$ cat config.mk
export PLATFORM = sky130hd
export DESIGN_NAME = mem_access_unit_flat
export DESIGN_NICKNAME = d
export VERILOG_FILES = /design/src/rtl/mem_pkg.sv /design/src/rtl/mem_access_unit_if.sv /design/src/rtl/mem_lane_align.sv /design/src/rtl/mem_access_unit.sv /design/src/flat_wrapper.sv
export SDC_FILE = /design/constraint.sdc
export NUM_CORES = 1
export LEC_CHECK = 0
export CORE_MARGIN = 8
export CORE_UTILIZATION = 35
export DETAILED_ROUTE_END_ITERATION = 6
export GPL_TIMING_DRIVEN = 0
export PLACE_DENSITY = 0.68
export REMOVE_ABC_BUFFERS = 1
export SLEW_MARGIN = 20
export SYNTH_ARGS = -nofsm -noshare
export SYNTH_HDL_FRONTEND = slang
export SYNTH_HIERARCHICAL = 1
export SYNTH_SLANG_ARGS = --single-unit
$ cat constraint.sdc
create_clock -name clk -period 2.68 [get_ports clk]
set_input_delay 0.536 -clock clk [delete_from_list [all_inputs] [get_ports clk]]
set_output_delay 0.536 -clock clk [all_outputs]
set_load 0.02 [all_outputs]
$ cat src/rtl/mem_pkg.sv
// Shared types for the load/store unit: access-type encodings, FSM state set
// and the access-size helper.
package mem_pkg;

  typedef enum logic [2:0] {
    RW_BYTE    = 3'b000,
    RW_HALF    = 3'b001,
    RW_WORD    = 3'b010,
    RW_DWORD   = 3'b011,
    RW_BYTE_U  = 3'b100,
    RW_HALF_U  = 3'b101,
    RW_WORD_U  = 3'b110,
    RW_INVALID = 3'b111
  } rw_type_e;

  typedef enum logic [2:0] {
    MAU_IDLE  = 3'd0,
    MAU_REQ0  = 3'd1,
    MAU_WAIT0 = 3'd2,
    MAU_REQ1  = 3'd3,
    MAU_WAIT1 = 3'd4,
    MAU_RESP  = 3'd5
  } mau_state_e;

  // Access size in bytes: 1, 2, 4 or 8 from the low two type bits.
  function automatic logic [3:0] size_bytes(input rw_type_e t);
    return 4'd1 << t[1:0];
  endfunction

endpackage

$ cat src/rtl/mem_access_unit_if.sv
// CPU request/response and memory beat signals of the load/store unit.
// slave = the unit's view, master = the CPU plus memory surrounding it.
interface mem_access_unit_if
  import mem_pkg::*;
#(
  parameter int XLEN = 32
);
  localparam int NB = XLEN / 8;

  logic            req_valid;
  logic            req_ready;
  logic            req_we;
  rw_type_e        req_type;
  logic [XLEN-1:0] req_addr;
  logic [XLEN-1:0] req_wdata;

  logic            resp_valid;
  logic            resp_ready;
  logic [XLEN-1:0] resp_rdata;
  logic            resp_fault;

  logic            mem_req_valid;
  logic            mem_req_ready;
  logic [XLEN-1:0] mem_addr;
  logic [NB-1:0]   mem_be;
  logic [XLEN-1:0] mem_wdata;
  logic            mem_rvalid;
  logic [XLEN-1:0] mem_rdata;

  modport slave (
    input  req_valid, req_we, req_type, req_addr, req_wdata,
    input  resp_ready,
    input  mem_req_ready, mem_rvalid, mem_rdata,
    output req_ready,
    output resp_valid, resp_rdata, resp_fault,
    output mem_req_valid, mem_addr, mem_be, mem_wdata
  );

  modport master (
    output req_valid, req_we, req_type, req_addr, req_wdata,
    output resp_ready,
    output mem_req_ready, mem_rvalid, mem_rdata,
    input  req_ready,
    input  resp_valid, resp_rdata, resp_fault,
    input  mem_req_valid, mem_addr, mem_be, mem_wdata
  );

endinterface

$ cat src/rtl/mem_lane_align.sv
// Combinational lane math: byte-enable mask over two beats, split detection,
// store-data steering for the selected beat and load extraction/extension.
module mem_lane_align
  import mem_pkg::*;
#(
  parameter int XLEN     = 32,
  parameter bit SPLIT_EN = 1'b0,
  localparam int NB      = XLEN / 8,
  localparam int OFFW    = $clog2(XLEN / 8)
) (
  input  rw_type_e        rw_type,
  input  logic [OFFW-1:0] off,
  input  logic            beat_sel,
  input  logic [XLEN-1:0] wdata,
  input  logic [XLEN-1:0] beat0,
  input  logic [XLEN-1:0] beat1,
  output logic [NB-1:0]   be,
  output logic            split,
  output logic [XLEN-1:0] wbeat,
  output logic [XLEN-1:0] rdata
);

  logic [3:0]        size;
  logic [2*NB-1:0]   mask2;
  logic [2*XLEN-1:0] wide_w;
  logic [XLEN-1:0]   raw;
  logic [6:0]        nbits;
  logic [6:0]        shamt;
  logic [XLEN-1:0]   shifted;
  logic [XLEN-1:0]   zext;
  logic signed [XLEN-1:0] sext;

  assign size = size_bytes(rw_type);

  // Lane gi is enabled when it falls in [off, off+size); the upper NB lanes
  // belong to the second beat and exist only when splitting is built in.
  genvar gi;
  generate
    for (gi = 0; gi < 2*NB; gi++) begin : g_mask
      if (gi >= NB && !SPLIT_EN) begin : g_tied
        assign mask2[gi] = 1'b0;
      end else begin : g_lane
        assign mask2[gi] = (5'(gi) >= 5'(off)) && (5'(gi) < 5'(off) + 5'(size));
      end
    end
  endgenerate

  assign split  = |mask2[2*NB-1:NB];
  assign be     = beat_sel ? mask2[2*NB-1:NB] : mask2[NB-1:0];
  assign wide_w = {{XLEN{1'b0}}, wdata} << {off, 3'b000};
  assign wbeat  = beat_sel ? wide_w[2*XLEN-1:XLEN] : wide_w[XLEN-1:0];
  assign raw    = XLEN'({beat1, beat0} >> {off, 3'b000});

  // Truncate by shifting the field to the top, then shift back arithmetically
  // or logically to get sign or zero extension.
  always_comb begin
    case (rw_type[1:0])
      2'd0:    nbits = 7'd8;
      2'd1:    nbits = 7'd16;
      2'd2:    nbits = 7'd32;
      default: nbits = 7'd64;
    endcase
    shamt   = (nbits >= 7'(XLEN)) ? 7'd0 : 7'(XLEN) - nbits;
    shifted = raw << shamt;
    sext    = $signed(shifted) >>> shamt;
    zext    = shifted >> shamt;
    rdata   = rw_type[2] ? zext : sext;
  end

endmodule

$ cat src/rtl/mem_access_unit.sv
// Request/response load/store engine between MEM stage and data memory.
// Define MEM_MISALIGN_EN to split misaligned accesses into two aligned beats.
module mem_access_unit
  import mem_pkg::*;
#(
  parameter int XLEN = 32
) (
  input logic                clk,
  input logic                rst,
  mem_access_unit_if.slave   bus
);

  localparam int NB   = XLEN / 8;
  localparam int OFFW = $clog2(NB);

`ifdef MEM_MISALIGN_EN
  localparam bit SPLIT_EN = 1'b1;
`else
  localparam bit SPLIT_EN = 1'b0;
`endif

  localparam logic [2:0] IDLE  = MAU_IDLE;
  localparam logic [2:0] REQ0  = MAU_REQ0;
  localparam logic [2:0] WAIT0 = MAU_WAIT0;
  localparam logic [2:0] REQ1  = MAU_REQ1;
  localparam logic [2:0] WAIT1 = MAU_WAIT1;
  localparam logic [2:0] RESP  = MAU_RESP;

  logic [2:0]      state_reg, state_next;
  logic            we_reg;
  rw_type_e        type_reg;
  logic [XLEN-1:0] addr_reg;
  logic [XLEN-1:0] wdata_reg;
  logic            fault_reg;
  logic [XLEN-1:0] beat0_reg;
  logic [XLEN-1:0] beat1_reg;

  logic [3:0]      req_size;
  logic            req_misaligned;
  logic            req_fault;
  logic            beat_sel;
  logic [NB-1:0]   be_w;
  logic            split_w;
  logic [XLEN-1:0] wbeat_w;
  logic [XLEN-1:0] rdata_w;
  logic [XLEN-1:0] beat0_addr;
  logic [XLEN-1:0] beat1_addr;

  // Rejected requests never reach memory, so the decision is made on the raw
  // request before anything is latched.
  always_comb begin
    req_size       = size_bytes(bus.req_type);
    req_misaligned = (bus.req_addr[3:0] & (req_size - 4'd1)) != 4'd0;
    req_fault      = (bus.req_type == RW_INVALID)
                   || (bus.req_we && bus.req_type[2])
                   || (req_misaligned && !SPLIT_EN);
    if (XLEN == 32 && (bus.req_type == RW_DWORD || bus.req_type == RW_WORD_U))
      req_fault = 1'b1;
  end

`ifdef MEM_MISALIGN_EN
  assign beat_sel = (state_reg == REQ1);
`else
  assign beat_sel = 1'b0;
`endif

  assign beat0_addr = {addr_reg[XLEN-1:OFFW], {OFFW{1'b0}}};
  assign beat1_addr = beat0_addr + XLEN'(NB);

  mem_lane_align #(
    .XLEN     (XLEN),
    .SPLIT_EN (SPLIT_EN)
  ) u_align (
    .rw_type  (type_reg),
    .off      (addr_reg[OFFW-1:0]),
    .beat_sel (beat_sel),
    .wdata    (wdata_reg),
    .beat0    (beat0_reg),
    .beat1    (beat1_reg),
    .be       (be_w),
    .split    (split_w),
    .wbeat    (wbeat_w),
    .rdata    (rdata_w)
  );

  always_comb begin
    state_next = state_reg;
    case (state_reg)
      IDLE:  if (bus.req_valid)     state_next = req_fault ? RESP : REQ0;
      REQ0:  if (bus.mem_req_ready) state_next = WAIT0;
      WAIT0: if (bus.mem_rvalid)    state_next = split_w ? REQ1 : RESP;
`ifdef MEM_MISALIGN_EN
      REQ1:  if (bus.mem_req_ready) state_next = WAIT1;
      WAIT1: if (bus.mem_rvalid)    state_next = RESP;
`endif
      RESP:  if (bus.resp_ready)    state_next = IDLE;
      default:                      state_next = IDLE;
    endcase
  end

  always_ff @(posedge clk) begin
    if (rst) begin
      state_reg <= IDLE;
      we_reg    <= 1'b0;
      type_reg  <= RW_BYTE;
      addr_reg  <= '0;
      wdata_reg <= '0;
      fault_reg <= 1'b0;
      beat0_reg <= '0;
      beat1_reg <= '0;
    end else begin
      state_reg <= state_next;
      if (state_reg == IDLE && bus.req_valid) begin
        we_reg    <= bus.req_we;
        type_reg  <= bus.req_type;
        addr_reg  <= bus.req_addr;
        wdata_reg <= bus.req_wdata;
        fault_reg <= req_fault;
      end
      if (state_reg == WAIT0 && bus.mem_rvalid)
        beat0_reg <= bus.mem_rdata;
`ifdef MEM_MISALIGN_EN
      if (state_reg == WAIT1 && bus.mem_rvalid)
        beat1_reg <= bus.mem_rdata;
`endif
    end
  end

  // Outputs are forced to zero during reset; the payload is only driven while
  // a beat or response is actually being offered.
  always_comb begin
    bus.req_ready     = 1'b0;
    bus.resp_valid    = 1'b0;
    bus.resp_fault    = 1'b0;
    bus.resp_rdata    = '0;
    bus.mem_req_valid = 1'b0;
    bus.mem_addr      = '0;
    bus.mem_be        = '0;
    bus.mem_wdata     = '0;
    if (!rst) begin
      bus.req_ready = (state_reg == IDLE);
      if (state_reg == REQ0 || state_reg == REQ1) begin
        bus.mem_req_valid = 1'b1;
        bus.mem_addr      = (state_reg == REQ1) ? beat1_addr : beat0_addr;
        bus.mem_be        = we_reg ? be_w : '0;
        bus.mem_wdata     = wbeat_w;
      end
      if (state_reg == RESP) begin
        bus.resp_valid = 1'b1;
        bus.resp_fault = fault_reg;
        bus.resp_rdata = (we_reg || fault_reg) ? '0 : rdata_w;
      end
    end
  end

endmodule

$ cat src/flat_wrapper.sv
// flat-port wrapper written by rule: the top's interface ports become plain ports
module mem_access_unit_flat import mem_pkg::*;
#(
  parameter int XLEN = 32
)
  (clk, rst, bus_req_valid, bus_req_we, bus_req_type, bus_req_addr, bus_req_wdata, bus_resp_ready, bus_mem_req_ready, bus_mem_rvalid, bus_mem_rdata, bus_req_ready, bus_resp_valid, bus_resp_rdata, bus_resp_fault, bus_mem_req_valid, bus_mem_addr, bus_mem_be, bus_mem_wdata);
  mem_access_unit_if #(.XLEN(XLEN)) bus_i ();
  input logic clk;
  input logic rst;
  input wire logic [$bits(bus_i.req_valid)-1:0] bus_req_valid;
  input wire logic [$bits(bus_i.req_we)-1:0] bus_req_we;
  input wire logic [$bits(bus_i.req_type)-1:0] bus_req_type;
  input wire logic [$bits(bus_i.req_addr)-1:0] bus_req_addr;
  input wire logic [$bits(bus_i.req_wdata)-1:0] bus_req_wdata;
  input wire logic [$bits(bus_i.resp_ready)-1:0] bus_resp_ready;
  input wire logic [$bits(bus_i.mem_req_ready)-1:0] bus_mem_req_ready;
  input wire logic [$bits(bus_i.mem_rvalid)-1:0] bus_mem_rvalid;
  input wire logic [$bits(bus_i.mem_rdata)-1:0] bus_mem_rdata;
  output wire logic [$bits(bus_i.req_ready)-1:0] bus_req_ready;
  output wire logic [$bits(bus_i.resp_valid)-1:0] bus_resp_valid;
  output wire logic [$bits(bus_i.resp_rdata)-1:0] bus_resp_rdata;
  output wire logic [$bits(bus_i.resp_fault)-1:0] bus_resp_fault;
  output wire logic [$bits(bus_i.mem_req_valid)-1:0] bus_mem_req_valid;
  output wire logic [$bits(bus_i.mem_addr)-1:0] bus_mem_addr;
  output wire logic [$bits(bus_i.mem_be)-1:0] bus_mem_be;
  output wire logic [$bits(bus_i.mem_wdata)-1:0] bus_mem_wdata;
  assign bus_i.req_valid = bus_req_valid;
  assign bus_i.req_we = bus_req_we;
  assign bus_i.req_type = bus_req_type;
  assign bus_i.req_addr = bus_req_addr;
  assign bus_i.req_wdata = bus_req_wdata;
  assign bus_i.resp_ready = bus_resp_ready;
  assign bus_i.mem_req_ready = bus_mem_req_ready;
  assign bus_i.mem_rvalid = bus_mem_rvalid;
  assign bus_i.mem_rdata = bus_mem_rdata;
  assign bus_req_ready = bus_i.req_ready;
  assign bus_resp_valid = bus_i.resp_valid;
  assign bus_resp_rdata = bus_i.resp_rdata;
  assign bus_resp_fault = bus_i.resp_fault;
  assign bus_mem_req_valid = bus_i.mem_req_valid;
  assign bus_mem_addr = bus_i.mem_addr;
  assign bus_mem_be = bus_i.mem_be;
  assign bus_mem_wdata = bus_i.mem_wdata;
  mem_access_unit #(.XLEN(XLEN)) u_core (.clk(clk), .rst(rst), .bus(bus_i));
endmodule
Word level (Yosys, flattened, before mapping)
Cells that the tools add are included.
{"block": "classes", "shifts": 7, "reduce_logical": 15, "n_addsub": 4, "n_eq_ne": 13, "magnitude_cmp": 8, "mux": 28, "bitwise": 1}
{"operator": "$mux 32", "count": 9}
{"operator": "$add 32x3->32 const B", "count": 1}
{"operator": "$shl 32x5->32", "count": 1}
{"operator": "$shl 32x7->32", "count": 1}
{"operator": "$shr 32x5->32", "count": 1}
{"operator": "$shr 32x7->32", "count": 1}
{"operator": "$sshr 32x7->32", "count": 1}
{"operator": "$pmux 7 s3", "count": 1}
{"operator": "$mux 3", "count": 5}
{"operator": "$mux 4", "count": 3}
{"operator": "$pmux 3 s4", "count": 1}
{"operator": "$lt 1x5->1 const A", "count": 2}
{"operator": "$lt 2x5->1 const A", "count": 2}
{"operator": "$eq 3x2->1 const B", "count": 3}
{"operator": "$eq 3x3->1 const B", "count": 3}
{"operator": "$mux 1", "count": 8}
{"operator": "$ne 2x2->1 const B", "count": 4}
{"operator": "$shl 1x2->4 const A", "count": 2}
{"operator": "$ge 7x6->1 const B", "count": 1}
{"operator": "$mux 7", "count": 1}
{"operator": "$sub 6x7->7 const A", "count": 1}
{"operator": "$logic_and 1x1->1", "count": 6}
{"operator": "$add 2x4->5", "count": 1}
{"operator": "$logic_or 1x1->1", "count": 5}
{"operator": "11 further kinds", "count": 12}
{"block": "totals", "word_cells": 83, "ff_bits": 104, "inputBits": 106}

Logic depth before layout (Yosys ltp)
Gate-level depths: netlist of the first run.
{"block": "logic_depth", "ltp_word": 10, "ltp_mapped": 9, "depth_no_buf": 7}

Modules after synthesis
Netlist of the first run, hierarchy kept.
{"module": "mem_access_unit", "seq_area_each_um2": 2082.0, "area_each_um2": 5156.2, "instances": 1, "cells_each": 707}
{"module": "mem_lane_align", "seq_area_each_um2": 0.0, "area_each_um2": 1830.5, "instances": 1, "cells_each": 201}

Worst setup path before layout of the first run
OpenSTA, ideal clock, no wires.
{"block": "synth_path", "path_type": "flip-flop to output port", "startpoint": "reg u_core.type_reg[1]", "endpoint": "out bus_mem_be[2]", "slack_ns": -0.147, "arrival_ns": 2.291, "required_ns": 2.144, "stages_incl_launch_ff": 10, "cell_sequence": "dfxtp_1 -> clkbuf_1 -> clkbuf_1 -> nor2_1 -> ha_1 -> fa_1 -> nor4bb_1 -> o2bb2ai_1 -> a221oi_1 -> and3_1"}
{"block": "synth_between", "elab_chain_len": 7}
{"element": "start, declared", "line_no": "mem_access_unit.sv:31", "source": "rw_type_e type_reg;"}
{"element": "start signal, assigned", "line_no": "mem_access_unit.sv:115", "source": "type_reg <= bus.req_type;"}
{"element": "$shl 1x2->4", "line_no": "mem_pkg.sv:27", "source": "return 4'd1 << t[1:0];"}
{"element": "$add 2x4->5", "line_no": "mem_lane_align.sv:43", "source": "assign mask2[gi] = (5'(gi) >= 5'(off)) && (5'(gi) < 5'(off) + 5'(size));"}
{"element": "$lt 2x5->1", "line_no": "mem_lane_align.sv:43"}
{"element": "$logic_and 1x1->1", "line_no": "mem_lane_align.sv:43"}
{"element": "via u_core.be_w[2]", "line_no": "mem_access_unit.sv:42", "source": "logic [NB-1:0] be_w;"}
{"element": "$mux 4", "line_no": "mem_access_unit.sv:145", "source": "bus.mem_be = we_reg ? be_w : '0;"}
{"element": "$mux 4", "line_no": "mem_access_unit.sv:142", "source": "if (state_reg == REQ0 || state_reg == REQ1) begin"}
{"element": "$mux 4", "line_no": "mem_access_unit.sv:140", "source": "if (!rst) begin"}
{"element": "end, declared", "line_no": "flat_wrapper.sv:25", "source": "output wire logic [$bits(bus_i.mem_be)-1:0] bus_mem_be;"}
The timed path passes the listed nets, and every way through them passes these cells.

Worst setup path after layout of the first run
{"block": "layout_path", "startpoint": "reg u_core.addr_reg[0]", "endpoint": "out bus_resp_rdata[18]"}
{"block": "layout_between", "elab_chain_len": 7}
{"element": "start, declared", "line_no": "mem_access_unit.sv:32", "source": "logic [XLEN-1:0] addr_reg;"}
{"element": "start signal, assigned", "line_no": "mem_access_unit.sv:116", "source": "addr_reg <= bus.req_addr;"}
{"element": "$shr 32x5->32 (*)", "line_no": "mem_lane_align.sv:52", "source": "assign raw = XLEN'({beat1, beat0} >> {off, 3'b000});"}
{"element": "$shl 32x7->32 (*)", "line_no": "mem_lane_align.sv:64", "source": "shifted = raw << shamt;"}
{"element": "$sshr 32x7->32 / $shr 32x7->32 (equally long branches)", "line_no": "mem_lane_align.sv:65, mem_lane_align.sv:66"}
{"element": "$mux 32 (*)", "line_no": "mem_lane_align.sv:67", "source": "rdata = rw_type[2] ? zext : sext;"}
{"element": "via u_core.rdata_w[18]", "line_no": "mem_access_unit.sv:45", "source": "logic [XLEN-1:0] rdata_w;"}
{"element": "$mux 32 (*)", "line_no": "mem_access_unit.sv:151", "source": "bus.resp_rdata = (we_reg || fault_reg) ? '0 : rdata_w;"}
{"element": "$mux 32 (*)", "line_no": "mem_access_unit.sv:148", "source": "if (state_reg == RESP) begin"}
{"element": "$mux 32 (*)", "line_no": "mem_access_unit.sv:140"}
{"element": "end, declared", "line_no": "flat_wrapper.sv:21", "source": "output wire logic [$bits(bus_i.resp_rdata)-1:0] bus_resp_rdata;"}
Mark *: on every way through the listed nets, which the timed path passes. The rest lies on a longest branch.

==> results of run 1 <==
## kinds of logic after synthesis
kind of cell,Yosys count
flip-flops,104
adder cells (fa/ha/maj),4
buffers and inverters,93
multiplexers,63
AND/OR/NAND/NOR,443
XOR/XNOR,10
AO/OA/AOI/OAI,189
other,2
## metrics by stage
stage               area, um2  total power [mW]  hold WS [ns]  TNS (ns)
floorplan                6770              3.04         0.427    -81.59
global placement         9170              3.63         0.443   -605.88
detailed placement       9320              3.70         0.450    -82.56
CTS                     10500              5.41         0.460     -2.35
global route            11000              5.87         0.475     -2.77
finish                  11000              5.58         0.458     -1.29
## Yosys cell counts (2+ instances only)
cell / number / area share
a211oi_1: 8 / 0.0086
a21oi_1: 113 / 0.081
a221oi_1: 3 / 0.0038
a22o_1: 8 / 0.010
and2_1: 75 / 0.067
and3_1: 7 / 0.0063
and4_1: 6 / 0.0075
buf_1: 4 / 0.0021
buf_2: 21 / 0.015
buf_4: 10 / 0.011
buf_6: 6 / 0.0097
clkbuf_1: 41 / 0.022
conb_1: 2 / 0.0011
dfxtp_1: 104 / 0.30
ha_1: 3 / 0.0054
inv_1: 10 / 0.0054
mux2i_1: 31 / 0.044
mux4_2: 32 / 0.10
nand2_1: 266 / 0.14
nand2b_1: 7 / 0.0063
nand3_1: 13 / 0.0093
nand4_1: 9 / 0.0081
nor2_1: 23 / 0.012
nor2b_1: 2 / 0.0018
nor3_1: 5 / 0.0036
nor3b_1: 2 / 0.0021
nor4_1: 7 / 0.0063
o21ai_0: 13 / 0.0093
o21bai_1: 2 / 0.0021
o22ai_1: 9 / 0.0081
o2bb2ai_1: 17 / 0.021
o311ai_0: 3 / 0.0038
o311ai_1: 2 / 0.0025
o31ai_1: 3 / 0.0032
o41ai_1: 4 / 0.0050
or3_1: 2 / 0.0018
or3_2: 3 / 0.0032
or4_1: 3 / 0.0032
xnor2_1: 6 / 0.0075
xor2_1: 4 / 0.0050
## worst paths after layout
path	from	end	slack, ns	depth (start not counted)
setup / recovery	u_core/addr_reg[0]$_SDFFE_PP0P_	bus_resp_rdata[18]	-0.09	7
hold reg to reg	u_core/beat0_reg[1]$_SDFFE_PP0P_	u_core/beat0_reg[1]$_SDFFE_PP0P_	0.46	2
hold / removal	u_core/beat0_reg[1]$_SDFFE_PP0P_	u_core/beat0_reg[1]$_SDFFE_PP0P_	0.46	2
setup reg to reg	u_core/state_reg[0]$_SDFFE_PP0P_	u_core/beat0_reg[23]$_SDFFE_PP0P_	0.46	6
## worst reg2reg max path, delay by kind of cell (launching register included)
family                 cells  cell delay (ns)
buffers and inverters      2             0.27
AOI/OAI and AO/OA          1             0.10
and+or+nand+nor            3             1.37
DFF                        1             0.38
## power by group
| part | internal (mW) | switching [mW] |
|---|---|---|
| registers | 1.77 | 0.258 |
| logic | 1.04 | 1.13 |
| clock network | 0.756 | 0.617 |
| total | 3.57 | 2.01 |
## routing by layer
metal	track usage	share of wire	vias to the layer above
met1	0.246	0.42	3644
met5	0	0	-
li1	-	-	3676
met2	0.358	0.49	278
met4	0.0766	0.024	0
met3	0.0441	0.067	36
## what timing repair did
item,in CTS,in global routing
resized for setup,350,134
buffers inserted,50,29
pin swaps,17,18
cloned,9,1
hold buffers,0,0
setup endpoints to repair,99,78
## cell type report
cell class	instances	area, um2
clock inverter	4	52.6
tap	265	332
timing repair buffer	299	3090
sequential	104	2130
clock buffer	12	246
inverter	10	48.8
multi-input combinational	767	5120
fill	1790	8500
==> flow_summary_export.csv, run 1 <==
group,metric,value,unit
run_status,status,"complete, but fails checks",
run_status,violations,"setup timing",
routing,wl,26800,um
logic_synthesis,synth_compound_area_frac,0.165,
logic_synthesis,synth-seq-cells,104,
clocking,clock-sinks,104,
critical_path,endpoint_kind,"primary output",
pwr,power_density,506,nW/um2
logic_synthesis,synth-edff-count,0,
finish,antenna_cells,0,
clocking,root_buffer,"clkbuf_16",
run,drv_cap,0,
logic_synthesis,synth-simple-area-share,0.301,
critical_path,crit_chain,"buf_16, mux4_2, a22oi_4, clkbuf_16, nand2_1, and2_1, buf_6",
logic_synthesis,seq_area_frac_synth,0.298,
pwr,peakVddDrop,0.426,mV
clocking,clk_pin_slew_worst_paths,0.07,ns
die,die-area,24700,um2
die,die_y,157,um
critical_path,cp_max_fo,8,
routing,wl_per_cell,18.4,um
critical_path,cp_slowest_cell,"mux4_2",
clocking,htreeDepth,3,
routing,drt_pass1_iterations,5,
clocking,cts_tree,"built",
finish,stdcell_count,1461,
routing,drt_iter0_drc,396,
finish,utilization,0.565,
finish,final_cell_mix,"nand2_1 (251), a21oi_1 (112), clkdlybuf4s50_1 (108), dfxtp_1 (84), buf_4 (72)",
timing,worstMarginPinSlew,0.766,ns
global_routing,globalRouteOverflowTotal,0,
timing,rsz0062_at_grt,"true",
placed_design,post-place-ws,-1.33,ns
timing,setup_viol,20,
critical_path,max_stage_delay,0.56,ns
timing,finalHoldViolations,0,
global_routing,grt_usage,0.207,
routing,postRouteAntennaNets,0,
global_routing,grt_pass1_vias,7386,
placed_design,portBuffers,207,
logic_synthesis,yosys_warnings,6,
die,coreArea,19500,um2
logic_synthesis,synth_top_family_by_area,"simple AND/OR/NAND/NOR gates",
placed_design,dp_hpwl,15400,um
pwr,p_leak,4.50,nW
logic_synthesis,synthFlopType,"dfxtp_1",
finish,area_growth,57.8,%
critical_path,crit_type,"register to primary output",
critical_path,arrival,2.23,ns
die,die_x,157,um
timing,setup_ws,-0.0894,ns
logic_synthesis,netlist_instances,908,
logic_synthesis,synth-async-reset-ratio,0,
routing,viasPerCell,5.23,
die,floorplan.initialDensity,0.358,
global_routing,grt_pass1_wl,40400,um
clocking,clk_latency,0.35,ns
finish,layout_commonest_cell,"nand2_1",
placed_design,post-place-cells,1356,
routing,vias,7634,
die,io_pins,210,
timing,drv_slew,0,
critical_path,startpoint_type,"register",
critical_path,path_delay_family,"multiplexers",
global_routing,grt_max_degree,52,
clocking,numCtsBuffers,9,
die,fp-row-count,51,
timing,relSlewSlack,0.489,
logic_synthesis,ys_types,59,
timing,fmax,0.361,GHz
finish,fin_nets,1301,
timing,min_period,2.77,ns
routing,drc,0,
logic_synthesis,synth_area,6990,um2
logic_synthesis,synthAdderAreaFrac,0.00824,
critical_path,required,2.14,ns
logic_synthesis,synth-xor-area-share,0.0125,
timing,skew,0.00920,ns
global_routing,antenna_found_initial,0,
logic_synthesis,synthMuxAreaShare,0.148,
placed_design,gp_congestion,0.843,
logic_synthesis,syn-mean-instance-area,7.69,um2
finish,drive_gt1_frac,0.261,
timing,fin_crit_sh,1.03,
clocking,cts_max_path_buffers,2,
critical_path,critPathBufInv,3,
hold_path,hold_class,"register to register",
Power figures use the tool's default switching activity.
==> run 2: changes to the inputs <==
--- a/config.mk
+++ b/config.mk
@@ -7,6 +7,7 @@
 export LEC_CHECK = 0
 export CORE_MARGIN = 8
 export CORE_UTILIZATION = 35
+export CTS_CLUSTER_DIAMETER = 30
 export DETAILED_ROUTE_END_ITERATION = 6
 export GPL_TIMING_DRIVEN = 0
 export PLACE_DENSITY = 0.68
==> results of run 2 <==
Same layout as run 1: the final DEF is identical, and so are final timing and power.
